===== config.mk =====
export PLATFORM = sky130hd
export DESIGN_NAME = exec_unit_param
export DESIGN_NICKNAME = d
export VERILOG_FILES = /design/src/rtl/exec_pkg.sv /design/src/rtl/exec_seq_muldiv.sv /design/src/rtl/exec_unit_param.sv
export SDC_FILE = /design/constraint.sdc
export NUM_CORES = 1
export LEC_CHECK = 0
export ABC_AREA = 1
export BUFFER_PORTS_ARGS = -buffer_cell sky130_fd_sc_hd__buf_2
export CAP_MARGIN = 20
export CELL_PAD_IN_SITES_DETAIL_PLACEMENT = 1
export CELL_PAD_IN_SITES_GLOBAL_PLACEMENT = 2
export CORE_ASPECT_RATIO = 1.25
export CORE_MARGIN = 5
export CORE_UTILIZATION = 29
export CTS_BUF_LIST = sky130_fd_sc_hd__clkbuf_4
export CTS_CLUSTER_DIAMETER = 80
export CTS_CLUSTER_SIZE = 16
export DETAILED_ROUTE_END_ITERATION = 10
export GPL_ROUTABILITY_DRIVEN = 0
export PLACE_DENSITY = 0.92
export RECOVER_POWER = 25
export SETUP_SLACK_MARGIN = 0.5
export SLEW_MARGIN = 10
export SYNTH_ARGS = -nofsm -noshare
export SYNTH_HDL_FRONTEND = slang
export SYNTH_HIERARCHICAL = 1
export SYNTH_SLANG_ARGS = --single-unit

===== constraint.sdc =====
create_clock -name clk -period 1 [get_ports clk]
set_input_delay 0.1 -clock clk [delete_from_list [all_inputs] [get_ports clk]]
set_output_delay 0.1 -clock clk [all_outputs]
set_load 0.1 [all_outputs]

===== src/rtl/exec_pkg.sv =====
// Shared opcode map, flag bit positions and FSM states for the parametrised execution stage.
package exec_pkg;

    localparam int unsigned OPW  = 5;
    localparam int unsigned NFLG = 4;

    localparam logic [OPW-1:0] OP_ADD   = 5'b00000;
    localparam logic [OPW-1:0] OP_ADDI  = 5'b01000;
    localparam logic [OPW-1:0] OP_SUB   = 5'b00001;
    localparam logic [OPW-1:0] OP_SUBI  = 5'b01001;
    localparam logic [OPW-1:0] OP_MOV   = 5'b00010;
    localparam logic [OPW-1:0] OP_MOVI  = 5'b01010;
    localparam logic [OPW-1:0] OP_MUL   = 5'b00011;
    localparam logic [OPW-1:0] OP_DIV   = 5'b01011;
    localparam logic [OPW-1:0] OP_AND   = 5'b00100;
    localparam logic [OPW-1:0] OP_ANDI  = 5'b01100;
    localparam logic [OPW-1:0] OP_OR    = 5'b00101;
    localparam logic [OPW-1:0] OP_ORI   = 5'b01101;
    localparam logic [OPW-1:0] OP_XOR   = 5'b00110;
    localparam logic [OPW-1:0] OP_XORI  = 5'b01110;
    localparam logic [OPW-1:0] OP_NOT   = 5'b00111;
    localparam logic [OPW-1:0] OP_NOTI  = 5'b01111;
    localparam logic [OPW-1:0] OP_HOLD  = 5'b10000;
    localparam logic [OPW-1:0] OP_PASS  = 5'b10100;
    localparam logic [OPW-1:0] OP_PASSI = 5'b10101;
    localparam logic [OPW-1:0] OP_LOAD  = 5'b10110;
    localparam logic [OPW-1:0] OP_STORE = 5'b10111;
    localparam logic [OPW-1:0] OP_SL    = 5'b11001;
    localparam logic [OPW-1:0] OP_SR    = 5'b11010;
    localparam logic [OPW-1:0] OP_SAR   = 5'b11011;

    localparam int unsigned FLG_P = 3;
    localparam int unsigned FLG_V = 2;
    localparam int unsigned FLG_Z = 1;
    localparam int unsigned FLG_C = 0;

    typedef enum logic [1:0] {
        ST_IDLE,
        ST_MUL,
        ST_DIV,
        ST_DONE
    } state_e;

    typedef enum logic [1:0] {
        FK_NONE,
        FK_LOGIC,
        FK_ARITH
    } flag_kind_e;

endpackage


===== src/rtl/exec_seq_muldiv.sv =====
// Iterative unsigned shift-add multiplier / restoring divider, one bit per cycle.
// hi/lo hold {product high, product low} for MUL and {remainder, quotient} for DIV.
module exec_seq_muldiv
    import exec_pkg::*;
#(
    parameter int unsigned WIDTH = 8
) (
    input  logic             clk,
    input  logic             reset,
    input  logic             start_mul_i,
    input  logic             start_div_i,
    input  logic [WIDTH-1:0] a_i,
    input  logic [WIDTH-1:0] b_i,
    output logic             idle_o,
    output logic             done_o,
    output logic             is_div_o,
    output logic             div0_o,
    output logic [WIDTH-1:0] lo_o,
    output logic [WIDTH-1:0] hi_o
);

    localparam int unsigned CNTW = (WIDTH > 1) ? $clog2(WIDTH) : 1;

    state_e            state_q, state_d;
    logic [CNTW-1:0]   cnt_q, cnt_d;
    logic [WIDTH-1:0]  hi_q, hi_d;
    logic [WIDTH-1:0]  lo_q, lo_d;
    logic [WIDTH-1:0]  opnd_q, opnd_d;
    logic              is_div_q, is_div_d;
    logic [WIDTH:0]    mul_sum;
    logic [WIDTH:0]    trial;

    always_ff @(posedge clk or posedge reset) begin
        if (reset) begin
            state_q  <= ST_IDLE;
            cnt_q    <= '0;
            hi_q     <= '0;
            lo_q     <= '0;
            opnd_q   <= '0;
            is_div_q <= 1'b0;
        end else begin
            state_q  <= state_d;
            cnt_q    <= cnt_d;
            hi_q     <= hi_d;
            lo_q     <= lo_d;
            opnd_q   <= opnd_d;
            is_div_q <= is_div_d;
        end
    end

    always_comb begin
        state_d  = state_q;
        cnt_d    = cnt_q;
        hi_d     = hi_q;
        lo_d     = lo_q;
        opnd_d   = opnd_q;
        is_div_d = is_div_q;
        mul_sum  = {1'b0, hi_q} + {1'b0, opnd_q};
        // Bit WIDTH set means the trial subtraction went negative (restore).
        trial    = {hi_q, lo_q[WIDTH-1]} - {1'b0, opnd_q};

        unique case (state_q)
            ST_IDLE: begin
                if (start_mul_i) begin
                    state_d  = ST_MUL;
                    cnt_d    = '0;
                    hi_d     = '0;
                    lo_d     = b_i;
                    opnd_d   = a_i;
                    is_div_d = 1'b0;
                end else if (start_div_i) begin
                    state_d  = ST_DIV;
                    cnt_d    = '0;
                    hi_d     = '0;
                    lo_d     = a_i;
                    opnd_d   = b_i;
                    is_div_d = 1'b1;
                end
            end
            ST_MUL: begin
                if (lo_q[0]) begin
                    {hi_d, lo_d} = {mul_sum, lo_q[WIDTH-1:1]};
                end else begin
                    {hi_d, lo_d} = {1'b0, hi_q, lo_q[WIDTH-1:1]};
                end
                cnt_d = cnt_q + CNTW'(1);
                if (cnt_q == CNTW'(WIDTH - 1)) begin
                    state_d = ST_DONE;
                end
            end
            ST_DIV: begin
                if (!trial[WIDTH]) begin
                    hi_d = trial[WIDTH-1:0];
                    lo_d = {lo_q[WIDTH-2:0], 1'b1};
                end else begin
                    hi_d = {hi_q[WIDTH-2:0], lo_q[WIDTH-1]};
                    lo_d = {lo_q[WIDTH-2:0], 1'b0};
                end
                cnt_d = cnt_q + CNTW'(1);
                if (cnt_q == CNTW'(WIDTH - 1)) begin
                    state_d = ST_DONE;
                end
            end
            ST_DONE: begin
                state_d = ST_IDLE;
            end
            default: begin
                state_d = ST_IDLE;
            end
        endcase
    end

    assign idle_o   = (state_q == ST_IDLE);
    assign done_o   = (state_q == ST_DONE);
    assign is_div_o = is_div_q;
    assign div0_o   = (opnd_q == '0);
    assign lo_o     = lo_q;
    assign hi_o     = hi_q;

endmodule


===== src/rtl/exec_unit_param.sv =====
// Parametrised execution stage: single-cycle ALU, flags and output registers.
// Define EXEC_MULDIV_EN to build the iterative MUL/DIV path with its valid/ready stall.
module exec_unit_param
    import exec_pkg::*;
#(
    parameter int unsigned WIDTH = 8,
    parameter int unsigned SHW   = $clog2(WIDTH)
) (
    input  logic             clk,
    input  logic             reset,
    input  logic             in_valid,
    output logic             in_ready,
    input  logic [OPW-1:0]   op,
    input  logic [WIDTH-1:0] a,
    input  logic [WIDTH-1:0] b,
    input  logic [WIDTH-1:0] data_in,
    output logic             out_valid,
    output logic [WIDTH-1:0] ans,
    output logic [WIDTH-1:0] data_out,
    output logic [WIDTH-1:0] dm_data,
    output logic [NFLG-1:0]  flags,
    output logic [WIDTH-1:0] mul_hi,
    output logic [WIDTH-1:0] div_rem
);

    logic             accept;
    logic             md_start;
    logic             is_sub;
    logic [WIDTH-1:0] b_x;
    logic [WIDTH:0]   sum;
    logic [WIDTH-1:0] low;
    logic [WIDTH-1:0] alu_res;
    logic [NFLG-1:0]  alu_flags;
    logic             alu_hold;
    logic             alu_store;
    flag_kind_e       kind;

    logic             out_valid_q, out_valid_d;
    logic [WIDTH-1:0] ans_q, ans_d;
    logic [WIDTH-1:0] data_out_q, data_out_d;
    logic [WIDTH-1:0] dm_q, dm_d;
    logic [NFLG-1:0]  flags_q, flags_d;

    assign accept = in_valid & in_ready;

`ifdef EXEC_MULDIV_EN
    logic             md_idle;
    logic             md_done;
    logic             md_is_div;
    logic             md_div0;
    logic [WIDTH-1:0] md_lo;
    logic [WIDTH-1:0] md_hi;
    logic [WIDTH-1:0] mul_hi_q, mul_hi_d;
    logic [WIDTH-1:0] div_rem_q, div_rem_d;

    assign md_start = accept & ((op == OP_MUL) | (op == OP_DIV));

    exec_seq_muldiv #(.WIDTH(WIDTH)) u_muldiv (
        .clk         (clk),
        .reset       (reset),
        .start_mul_i (accept & (op == OP_MUL)),
        .start_div_i (accept & (op == OP_DIV)),
        .a_i         (a),
        .b_i         (b),
        .idle_o      (md_idle),
        .done_o      (md_done),
        .is_div_o    (md_is_div),
        .div0_o      (md_div0),
        .lo_o        (md_lo),
        .hi_o        (md_hi)
    );

    assign in_ready = md_idle;
    assign mul_hi   = mul_hi_q;
    assign div_rem  = div_rem_q;
`else
    assign md_start = 1'b0;
    assign in_ready = 1'b1;
    assign mul_hi   = '0;
    assign div_rem  = '0;
`endif

    // Single-cycle ALU; SUB reuses the adder as a + ~b + 1.
    always_comb begin
        is_sub    = (op == OP_SUB) || (op == OP_SUBI);
        b_x       = is_sub ? ~b : b;
        sum       = {1'b0, a} + {1'b0, b_x} + (WIDTH+1)'(is_sub);
        low       = {1'b0, a[WIDTH-2:0]} + {1'b0, b_x[WIDTH-2:0]} + WIDTH'(is_sub);
        alu_res   = '0;
        kind      = FK_NONE;
        alu_hold  = 1'b0;
        alu_store = 1'b0;

        unique case (op)
            OP_ADD, OP_ADDI, OP_SUB, OP_SUBI: begin
                alu_res = sum[WIDTH-1:0];
                kind    = FK_ARITH;
            end
            OP_MOV, OP_MOVI: begin alu_res = b;         kind = FK_LOGIC; end
            OP_AND, OP_ANDI: begin alu_res = a & b;     kind = FK_LOGIC; end
            OP_OR,  OP_ORI:  begin alu_res = a | b;     kind = FK_LOGIC; end
            OP_XOR, OP_XORI: begin alu_res = a ^ b;     kind = FK_LOGIC; end
            OP_NOT, OP_NOTI: begin alu_res = ~b;        kind = FK_LOGIC; end
            OP_LOAD:         begin alu_res = data_in;   kind = FK_LOGIC; end
            OP_SL:  begin alu_res = a << b[SHW-1:0];    kind = FK_LOGIC; end
            OP_SR:  begin alu_res = a >> b[SHW-1:0];    kind = FK_LOGIC; end
            OP_SAR: begin
                alu_res = WIDTH'($signed(a) >>> b[SHW-1:0]);
                kind    = FK_LOGIC;
            end
            OP_PASS, OP_PASSI: alu_res = a;
            OP_STORE: begin
                alu_hold  = 1'b1;
                alu_store = 1'b1;
            end
            default: alu_hold = 1'b1;
        endcase

        alu_flags = '0;
        if (kind != FK_NONE) begin
            alu_flags[FLG_P] = ^alu_res;
            alu_flags[FLG_Z] = ~|alu_res;
        end
        if (kind == FK_ARITH) begin
            alu_flags[FLG_V] = low[WIDTH-1] ^ sum[WIDTH];
            alu_flags[FLG_C] = sum[WIDTH];
        end
    end

    // Output register next-state: single-cycle results on accept, MUL/DIV results on done.
    always_comb begin
        out_valid_d = 1'b0;
        ans_d       = ans_q;
        flags_d     = flags_q;
        data_out_d  = data_out_q;
        dm_d        = dm_q;
`ifdef EXEC_MULDIV_EN
        mul_hi_d    = mul_hi_q;
        div_rem_d   = div_rem_q;
`endif
        if (accept) begin
            dm_d = b;
            if (!md_start) begin
                out_valid_d = 1'b1;
                flags_d     = alu_flags;
                if (!alu_hold) begin
                    ans_d = alu_res;
                end
                if (alu_store) begin
                    data_out_d = a;
                end
            end
        end
`ifdef EXEC_MULDIV_EN
        if (md_done) begin
            out_valid_d    = 1'b1;
            ans_d          = md_lo;
            flags_d        = '0;
            flags_d[FLG_P] = ^md_lo;
            flags_d[FLG_Z] = ~|md_lo;
            if (md_is_div) begin
                div_rem_d      = md_hi;
                flags_d[FLG_V] = md_div0;
            end else begin
                mul_hi_d       = md_hi;
                flags_d[FLG_V] = |md_hi;
                flags_d[FLG_C] = |md_hi;
            end
        end
`endif
    end

    always_ff @(posedge clk or posedge reset) begin
        if (reset) begin
            out_valid_q <= 1'b0;
            ans_q       <= '0;
            flags_q     <= '0;
            data_out_q  <= '0;
            dm_q        <= '0;
`ifdef EXEC_MULDIV_EN
            mul_hi_q    <= '0;
            div_rem_q   <= '0;
`endif
        end else begin
            out_valid_q <= out_valid_d;
            ans_q       <= ans_d;
            flags_q     <= flags_d;
            data_out_q  <= data_out_d;
            dm_q        <= dm_d;
`ifdef EXEC_MULDIV_EN
            mul_hi_q    <= mul_hi_d;
            div_rem_q   <= div_rem_d;
`endif
        end
    end

    assign out_valid = out_valid_q;
    assign ans       = ans_q;
    assign flags     = flags_q;
    assign data_out  = data_out_q;
    assign dm_data   = dm_q;

endmodule

# Word-level counts from Yosys, hierarchy flattened
# Index checks and enable logic that the tools add are counted.
# totals
output_inout_bits	46
inputBits	32
regBits	29
elab_cells	64
# op_classes
shifts	3
reduce_logical	17
bitwise_logic	5
add_sub_neg	4
n_mux	9
eq_ne	21
# ops
operator	count
case mux 8 bit (11 select lines)	1
== test 5 x 4 -> 1 bit (second input constant)	7
== test 5 bit (second input constant)	7
== test 5 x 3 -> 1 bit (second input constant)	4
OR reduction 20 bit	1
OR reduction 14 bit	1
OR reduction 2 bit	6
adder 8 x 8 -> 9 bit	1
adder 9 x 1 -> 9 bit	1
adder 7 x 7 -> 8 bit	1
adder 8 x 1 -> 8 bit	1
bitwise AND 8 bit	1
two-way mux 8 bit	1
inverter 8 bit	1
bitwise OR 8 bit	1
OR reduction 8 bit	1
XOR reduction 8 bit	1
<< shifter 8 x 3 -> 8 bit	1
right shift 8 x 3 -> 8 bit	1
>>> shifter 8 x 3 -> 8 bit	1
bitwise XOR 8 bit	1
two-way mux 1 bit	6
== test 5 x 1 -> 1 bit (second input constant)	1
== test 5 x 2 -> 1 bit (second input constant)	1
other kinds (9)	10

# Longest topological paths before layout
# Gate-level depths: netlist (run 1).
# depth
ltp_word	9
ltp_mapped	20
ltp_nobuf	20

# Worst setup path before layout (run 1)
# Ideal clock, no wire load.
# synth_path
kind	input to register
start	input b[1]
end	register flags_q[3] (netlist: flags[3])
path_slack_ns	-1.732
setup_ns	0.124
path_stages	16
required_time_ns	0.876
path_buffers	2
arrival_ns	2.608
path_cell_list	buf_2 clkinv_1 buf_2 xor2_1 fa_1 or2_2 nand3_1 o211ai_1 nor2_1 nand3_1 inv_1 ha_1 xnor2_1 a21oi_1 o211ai_1 nand2_1
# synth_between
elab_chain_len	7
word_cells_on_any_way	13
classes_between	2 x add/sub; 3 x shift; 3 x mux; 4 x bitwise; 1 x reduce/logical
# synth_lines
element	line	text
from (decl)	exec_unit_param.sv:15	input logic [WIDTH-1:0] b,
inverter 8 bit	exec_unit_param.sv:86, exec_unit_param.sv:103	
two-way mux 8 bit	exec_unit_param.sv:86	b_x = is_sub ? ~b : b;
adder 8 x 8 -> 9 bit	exec_unit_param.sv:87	sum = {1'b0, a} + {1'b0, b_x} + (WIDTH+1)'(is_sub);
adder 9 x 1 -> 9 bit	exec_unit_param.sv:87	
case mux 8 bit (11 select lines) *	exec_unit_param.sv:94	unique case (op)
XOR reduction 8 bit *	exec_unit_param.sv:121	alu_flags[FLG_P] = ^alu_res;
two-way mux 1 bit *	exec_unit_param.sv:120	if (kind != FK_NONE) begin
to (signal assigned)	exec_unit_param.sv:187	flags_q <= flags_d;
to (decl)	exec_unit_param.sv:42	logic [NFLG-1:0] flags_q, flags_d;
# Every way passes the cells marked *; elsewhere a longest branch is shown, timed or not.
# A chain may end at the register's enable or synchronous reset.

# Worst setup path in the final report (run 1)
# layout_path
start	input op[0]
end	register flags_q[3] (netlist: flags[3])
# layout_between
elab_chain_len	8
word_cells_on_any_way	37
classes_between	2 x add/sub; 19 x eq/ne; 4 x mux; 12 x reduce/logical
# layout_lines
element	line	text
from (decl)	exec_unit_param.sv:13	input logic [OPW-1:0] op,
== test 5 x 1 -> 1 bit / == test 5 x 4 -> 1 bit (equally long branches)	exec_unit_param.sv:85, exec_unit_param.sv:94	
logical OR 1 bit	exec_unit_param.sv:85	is_sub = (op == OP_SUB) || (op == OP_SUBI);
two-way mux 8 bit	exec_unit_param.sv:86	
adder 8 x 8 -> 9 bit	exec_unit_param.sv:87	
adder 9 x 1 -> 9 bit	exec_unit_param.sv:87	
case mux 8 bit (11 select lines)	exec_unit_param.sv:94	
XOR reduction 8 bit	exec_unit_param.sv:121	
two-way mux 1 bit *	exec_unit_param.sv:120	
# Marked as above.

==> qor.csv, run 1 <==
metric,value,unit
status,"complete, but fails checks",
failing checks,"hold timing, setup timing",
Yosys warnings,6,
CTS buffer count,5,
DR vias,4598,
dominant cell type by count on the critical path,nand3_2,
H-Tree Depth,2,
asr flop ratio synth,100,%
I/O Pins,78,
Mapped Cells,504,
Comb power frac,66.8,%
CP Class,input port to flip-flop,
"commonest non-fill, non-tap cell in the layout",nand2_1,
remaining global-route overflow,0,
first-pass GRT wire length,25600,um
"FF+latch count, synth",29,
Die Width,104,um
CP arrival,2.72,ns
DR WL/cell,22.6,um
root buf cell,clkbuf_4,
post-route setup slack,-1.45,ns
Worst Hold Class,input port to flip-flop,
internal power,0.00363,W
Critical Path RT,1.28,ns
Slew HR,47.4,%
crit path cell chain,buf_12 -> inv_12 -> nor2_4 -> nand2_4 -> xor2_1 -> ha_1 -> a21oi_2 -> inv_1 -> nand2_2 -> nand3_2 -> buf_6 -> nand2_1 -> nand3_2 -> nand3_2 -> inv_2 -> ha_4 -> xnor2_4 -> a21oi_2 -> o211ai_1 -> nand2_1,
Max Slew Vio Count,0,
Worst setup SP type,input port,
Initial Util,29.9,%
GRT Util Overall,24.2,%
Final min period,2.45,ns
fin crit share,245,%
# rows,42,
P_sw,0.00400,W
CTS tree,done,
number of global-route vias before repair,4790,
sequential element share of the synthesized area,22.8,%
Post-layout nets,753,
switch share,52.4,%
Synth Flop Type,dfrtp_1,
Worst Path Max Fanout,7,
Initial DRC Count,440,
final hold vios,30,
pre-CTS WS,-1.98,ns
Worst path max stage delay,0.37,ns
routed vias/inst,5.58,
power share of the sequential group,22.8,%
DRC viols,0,
Die H,127,um
Clock Latency Late Sink,0.35,ns
most frequent cells in the layout,"138 x nand2_1, 109 x buf_4, 47 x inv_1",
"Power, Total",0.00762,W
WL final,18600,um
DRT Pass-1 Iters,7,
RSZ-0062 raised after global routing,true,
CP max-delay cell,ha_1,
Routed Antenna Nets,0,
CP Capture Type,flip-flop,
clock share of power,10.4,%
largest net degree at the start of global routing,30,
P&R area growth vs syn,79.2,%
Min Hold Slack,-0.0995,ns
Synth Cell Area,3190,um^2
IO Port Bufs,60,
P per Cell Area,1330,nW/um^2
layout cell share with drive strength beyond 1,46.3,%
FMAX,409,MHz
Post-Place Cells,791,
Max Cap Viol,0,
initial antenna violation count,1,
Non-Filler Instances,824,
Worst Tran Pin Value,0.789,ns
Post-synth EDFFs,0,
die area,13200,um^2
Leakage,2.87,nW
count of cell types in the netlist,40,
Core Area,10700,um^2
Syn Area/Cell,6.33,um^2
# fillers,1302,
CTS Sinks,29,
CTS Buffer Depth,2,
DP Wirelength,12200,um
Worst Skew,0,ns
Worst-path clk slew,0.13,ns
Max VDD drop,0.546,mV
setup violators final,41,
[metal layers]
metal / track usage, % / vias up / share of wire [%]
met1: 26.6 / 2213 / 36
met2: 42.5 / 302 / 49
met4: 16.9 / 0 / 8.4
met3: 4.09 / 119 / 5.9
li1: - / 1964 / -
met5: 0 / - / 0
[sequential cells by signal, summed over array words and instances, names as in the netlist]
register   cells
data_out       8
ans            8
dm_data        8
out_valid      1
flags          4
[synth_stat cells (2+ instances only)]
| library cell | count | share of area [%] |
|---|---|---|
| or2_2 | 2 | 0.39 |
| a22oi_1 | 2 | 0.47 |
| a21oi_1 | 27 | 4.2 |
| nand3_1 | 34 | 5.3 |
| nor2_2 | 5 | 0.98 |
| xnor2_1 | 3 | 0.82 |
| nand4_1 | 8 | 1.6 |
| o31ai_1 | 2 | 0.47 |
| o211ai_1 | 7 | 1.6 |
| a31oi_1 | 2 | 0.39 |
| inv_2 | 8 | 0.94 |
| buf_4 | 18 | 4.2 |
| buf_2 | 4 | 0.63 |
| clkinv_1 | 2 | 0.24 |
| o21ai_1 | 6 | 0.94 |
| inv_1 | 53 | 6.2 |
| conb_1 | 2 | 0.24 |
| nand3b_1 | 3 | 0.71 |
| clkbuf_1 | 3 | 0.35 |
| dfrtp_1 | 29 | 23 |
| nand2_1 | 163 | 19 |
| buf_1 | 2 | 0.24 |
| o21ai_0 | 28 | 4.4 |
| xor2_1 | 7 | 1.9 |
| nor2_1 | 40 | 4.7 |
| ha_1 | 30 | 12 |
[power by group through the flow]
stage / Clock, W / Sequential, W / Combinational, W
floorplan: 0 / 0.00304 / 0.00129
global placement: 0 / 0.00172 / 0.00426
detailed placement: 0 / 0.00175 / 0.00439
CTS: 0.000747 / 0.00172 / 0.00463
global route: 0.000850 / 0.00175 / 0.00527
finish: 0.000792 / 0.00174 / 0.00509
[final timing paths]
check                                       start                 endpoint  slack, ns  cells past startpoint
min in group asynchronous                   reset     flags[0]$_DFFE_PP0P_      -0.05                      3
hold / removal                           in_valid      out_valid$_DFF_PP0_       -0.1                      1
setup reg to reg           dm_data[3]$_DFFE_PP0P_   dm_data[3]$_DFFE_PP0P_       0.05                      4
setup / recovery                            op[0]     flags[3]$_DFFE_PP0P_      -1.45                     20
max in group asynchronous                   reset  data_out[2]$_DFFE_PP0P_       0.44                      3
hold reg to reg                ans[0]$_DFFE_PP0P_       ans[0]$_DFFE_PP0P_       0.57                      2
[stage by stage]
step | utilization, % | cell area, um^2 | setup TNS [ns]
floorplan | - | 3510 | -8.96
global placement | 47.5 | 5060 | -16.59
detailed placement | 47.5 | 5060 | -18.27
CTS | 50.7 | 5410 | -13.71
global route | 53.6 | 5720 | -17.17
finish | 53.6 | 5720 | -15.76
[layout make-up]
class / instances / area [um^2] / area share (%)
diodes: 1 / 2.50 / 0.0438
well taps: 132 / 165 / 2.89
flip-flops and latches: 29 / 835 / 14.6
multi-input cells: 399 / 2490 / 43.5
inverters: 63 / 278 / 4.86
clock buffers: 5 / 37.5 / 0.657
repair buffers: 192 / 1890 / 33.1
clock inverters: 3 / 17.5 / 0.306
[cell families (layout without fill, tap and decap cells)]
| group | count (synthesis) | count (layout) | synth area share [%] |
|---|---|---|---|
| compound gates | 82 | 82 | 14.9 |
| fa+ha+maj | 31 | 31 | 12.4 |
| buf+inv | 91 | 263 | 13.2 |
| flops | 29 | 29 | 22.8 |
| simple gates | 259 | 259 | 33.8 |
| other cells | 2 | 18 | 0.235 |
| xor+xnor | 10 | 10 | 2.75 |
[worst max-delay path: cells and delay by family]
family,cells,cell delay (ns)
AOI/OAI and AO/OA,3,0.39
xor gates and xnor gates,2,0.32
adders and majority gates,2,0.67
buffers and inverters,5,0.42
and+or+nand+nor,8,0.81
[what timing repair did]
item                                    CTS  global route
gates cloned                              0             1
endpoints found under the setup margin   57            57
resized for setup                        49            53
setup buffers                            14             9
pin swaps                                24            34
hold endpoints to repair                 30            30
(Power assumes the default switching activity.)
==> run 2, diff against run 1 <==
--- a/config.mk
+++ b/config.mk
@@ -5,20 +5,19 @@
 export SDC_FILE = /design/constraint.sdc
 export NUM_CORES = 1
 export LEC_CHECK = 0
-export ABC_AREA = 1
 export BUFFER_PORTS_ARGS = -buffer_cell sky130_fd_sc_hd__buf_2
 export CAP_MARGIN = 20
 export CELL_PAD_IN_SITES_DETAIL_PLACEMENT = 1
 export CELL_PAD_IN_SITES_GLOBAL_PLACEMENT = 2
 export CORE_ASPECT_RATIO = 1.25
 export CORE_MARGIN = 5
-export CORE_UTILIZATION = 29
+export CORE_UTILIZATION = 33
 export CTS_BUF_LIST = sky130_fd_sc_hd__clkbuf_4
 export CTS_CLUSTER_DIAMETER = 80
 export CTS_CLUSTER_SIZE = 16
 export DETAILED_ROUTE_END_ITERATION = 10
 export GPL_ROUTABILITY_DRIVEN = 0
-export PLACE_DENSITY = 0.92
+export PLACE_DENSITY = 0.93
 export RECOVER_POWER = 25
 export SETUP_SLACK_MARGIN = 0.5
 export SLEW_MARGIN = 10
==> qor.csv, run 2 <==
metric,value,unit,change
status,"complete, but fails checks",,
failing checks,"hold timing, setup timing",,
Mapped Cells,407,,-19%
crit path cell chain,buf_6 -> nand2b_4 -> nor3_4 -> buf_6 -> buf_6 -> xnor2_4 -> ha_4 -> buf_6 -> xor2_1 -> a222oi_1 -> o21ai_1 -> a21oi_2 -> ha_1 -> xnor2_2 -> xnor2_1 -> o22ai_2,,
Crit path max-delay family,compound AO/OA/AOI/OAI gates,,
Min Hold Slack,-0.0505,ns,+0.0490 ns
Worst setup SP type,input port,,
Diodes inserted,0,,-1
Leakage,2.78,nW,-3.3%
I/O Pins,78,,unchanged
Syn Area/Cell,8.40,um^2,+33%
CTS Sinks,29,,unchanged
largest net degree at the start of global routing,30,,unchanged
DR WL/cell,29.3,um,+29%
fin util,61.4,%,+7.8 points
Max Cap Viol,0,,unchanged
dominant cell type by count on the critical path,buf_6,,
fin crit share,285,%,+41 points
P per Cell Area,1330,nW/um^2,-0.27%
H-Tree Depth,2,,unchanged
number of global-route vias before repair,4740,,-1.0%
Worst-path clk slew,0.11,ns,-0.02 ns
setup violators final,50,,+22%
CTS tree,done,,
Synth top area share,21.2,%,-1.5 points
Post-Place Cells,673,,-15%
initial antenna violation count,0,,-1
CP Class,input port to flip-flop,,
CP max-delay cell,a222oi_1,,
top-count cell post-synth,nor2_1,,
Post-synth EDFFs,0,,unchanged
Synth Cell Area,3420,um^2,+7.3%
routed vias/inst,6.22,,+11%
CTS buffer count,5,,unchanged
Routed Antenna Nets,0,,unchanged
CP Capture Type,flip-flop,,
DRC viols,0,,unchanged
layout cell share with drive strength beyond 1,57.7,%,+11 points
IO Port Bufs,60,,unchanged
CP bufs+invs,4,,-1
Post-synth top cells,"33 x nor2_1, 30 x ha_1, 29 x dfrtp_1, 29 x nand2_1",,
CP arrival,3.09,ns,+0.37 ns
DR vias,4519,,-1.7%
RSZ-0062 raised after global routing,true,,
CTS Buffer Depth,2,,unchanged
Worst Skew,0,ns,unchanged
Die H,124,um,-2.7%
Yosys top cell by area,dfrtp_1,,
Max Slew Vio Count,0,,unchanged
asr flop ratio synth,100,%,unchanged
Initial Util,33.8,%,+4.0 points
Setup crit start,op[1],,
remaining global-route overflow,0,,unchanged
Die Width,101,um,-2.6%
P&R area growth vs syn,81.3,%,
# rows,41,,-2.4%
Final min period,2.85,ns,+0.409 ns
Critical Path RT,1.24,ns,-0.04 ns
Synth Flop Type,dfrtp_1,,
count of cell types in the netlist,66,,+65%
post-route setup slack,-1.85,ns,-0.409 ns
FF-to-FF Start,data_out[1]$_DFFE_PP0P_,,
Max VDD drop,1.17,mV,+110%
root buf cell,clkbuf_4,,
"commonest non-fill, non-tap cell in the layout",buf_4,,
most frequent cells in the layout,"120 x buf_4, 35 x buf_12, 29 x nor2_1, 29 x dfrtp_4, 27 x buf_6",,
Worst Tran Pin Value,0.771,ns,-0.0181 ns
FMAX,350,MHz,-14%
Slew HR,48.6,%,+1.2 points
Initial DRC Count,523,,+19%
first-pass GRT wire length,27300,um,+6.5%
Core Area,10100,um^2,-5.3%
die area,12500,um^2,-5.3%
WL final,21300,um,+14%
Worst path max stage delay,0.37,ns,about the same
Post-layout nets,660,,-12%
GRT Util Overall,28.8,%,+4.5 points
"FF+latch count, synth",29,,unchanged
Worst Path Max Fanout,6,,-1
final hold vios,29,,-3.3%
DRT Pass-1 Iters,5,,-2
Worst Hold Class,input port to async pin,,
DP Wirelength,11800,um,-3.7%
Yosys warnings,6,,unchanged
"Power, Total",0.00825,W,+8.2%
Clock Latency Late Sink,0.35,ns,about the same
"top cells by area, synth","dfrtp_1 21%, ha_1 11%, mux2_2 6.6%",,
Non-Filler Instances,727,,-12%
sequential element share of the synthesized area,21.2,%,-1.5 points
## run 2: changes by cell type after synthesis, sizes merged, moves of 9 or more
cell / change
xnor2: +11
buf: +9
mux2: +20
nand2b: +9
a211oi: +10
nor2: -12
nand3: -25
inv: -35
nand2: -134
mux2i: +11
clkbuf: +9
## run 2: logic make-up (layout without fill, tap and decap cells)
family | after synthesis | after routing | synth area share [%]
compound gates | 100 | 100 | 19.6
xor+xnor | 16 | 16 | 4.10
fa+ha+maj | 31 | 31 | 11.6
buf+inv | 73 | 249 | 11.2
flops | 29 | 29 | 21.2
mux | 38 | 38 | 14.4
other cells | 2 | 17 | 0.220
simple gates | 118 | 118 | 17.7
## run 2: repair_timing
action / CTS / global route
resized for setup: 80 / 50
pin swaps: 33 / 27
hold endpoints to repair: 29 / 29
endpoints found under the setup margin: 57 / 57
buffers inserted: 30 / 14
gates cloned: 2 / 0
## run 2: per-stage QoR
step / setup slack [ns] / TNS, ns / area (um^2)
after floorplan: -1.95 / -18.21 / 3680
after global placement: -2.09 / -23.99 / 5090
after detailed placement: -2.21 / -25.84 / 5090
after CTS: -1.49 / -18.61 / 5820
after global routing: -1.89 / -23.23 / 6200
final: -1.85 / -22.18 / 6200
## run 2: worst reg2reg max path, delay by kind of cell (launching register included)
| family | cells | cell delay [ns] |
|---|---|---|
| buf+inv | 1 | 0.14 |
| flops | 1 | 0.51 |
| mux | 1 | 0.27 |
## run 2: power by group
part / switching, W / internal [W] / leakage, nW
combinational: 0.00344 / 0.00233 / 2.43
clock: 0.000485 / 0.000264 / 0.0310
sequential: 0.000252 / 0.00148 / 0.321
## run 2: cell type report
class	count	area [um^2]
fillers	1100	3900
multi-input cells	320	2910
repair buffers	214	2140
flip-flops and latches	29	835
well taps	129	161
inverters	27	106
clock buffers	5	37.5
clock inverters	3	17.5
## run 2: per-layer routing
layer  part of all wire, %  GRT usage (%)  vias up
li1                      -              -     1809
met1                    36           31.8     2246
met2                    48           47.8      321
met3                   7.7           5.04      143
met4                   8.4           23.4        0
met5                     0              0        -
## run 2: path summary, 6_finish.rpt
check,endpoint,slack [ns],cells after the start
max,flags[3]$_DFFE_PP0P_,-1.85,16
min,dm_data[0]$_DFFE_PP0P_,-0.05,3
max reg2reg,data_out[1]$_DFFE_PP0P_,-0.02,2
min reg2reg,dm_data[7]$_DFFE_PP0P_,0.61,1
max in group asynchronous,flags[2]$_DFFE_PP0P_,0.48,3
min in group clk,dm_data[7]$_DFFE_PP0P_,0.11,3
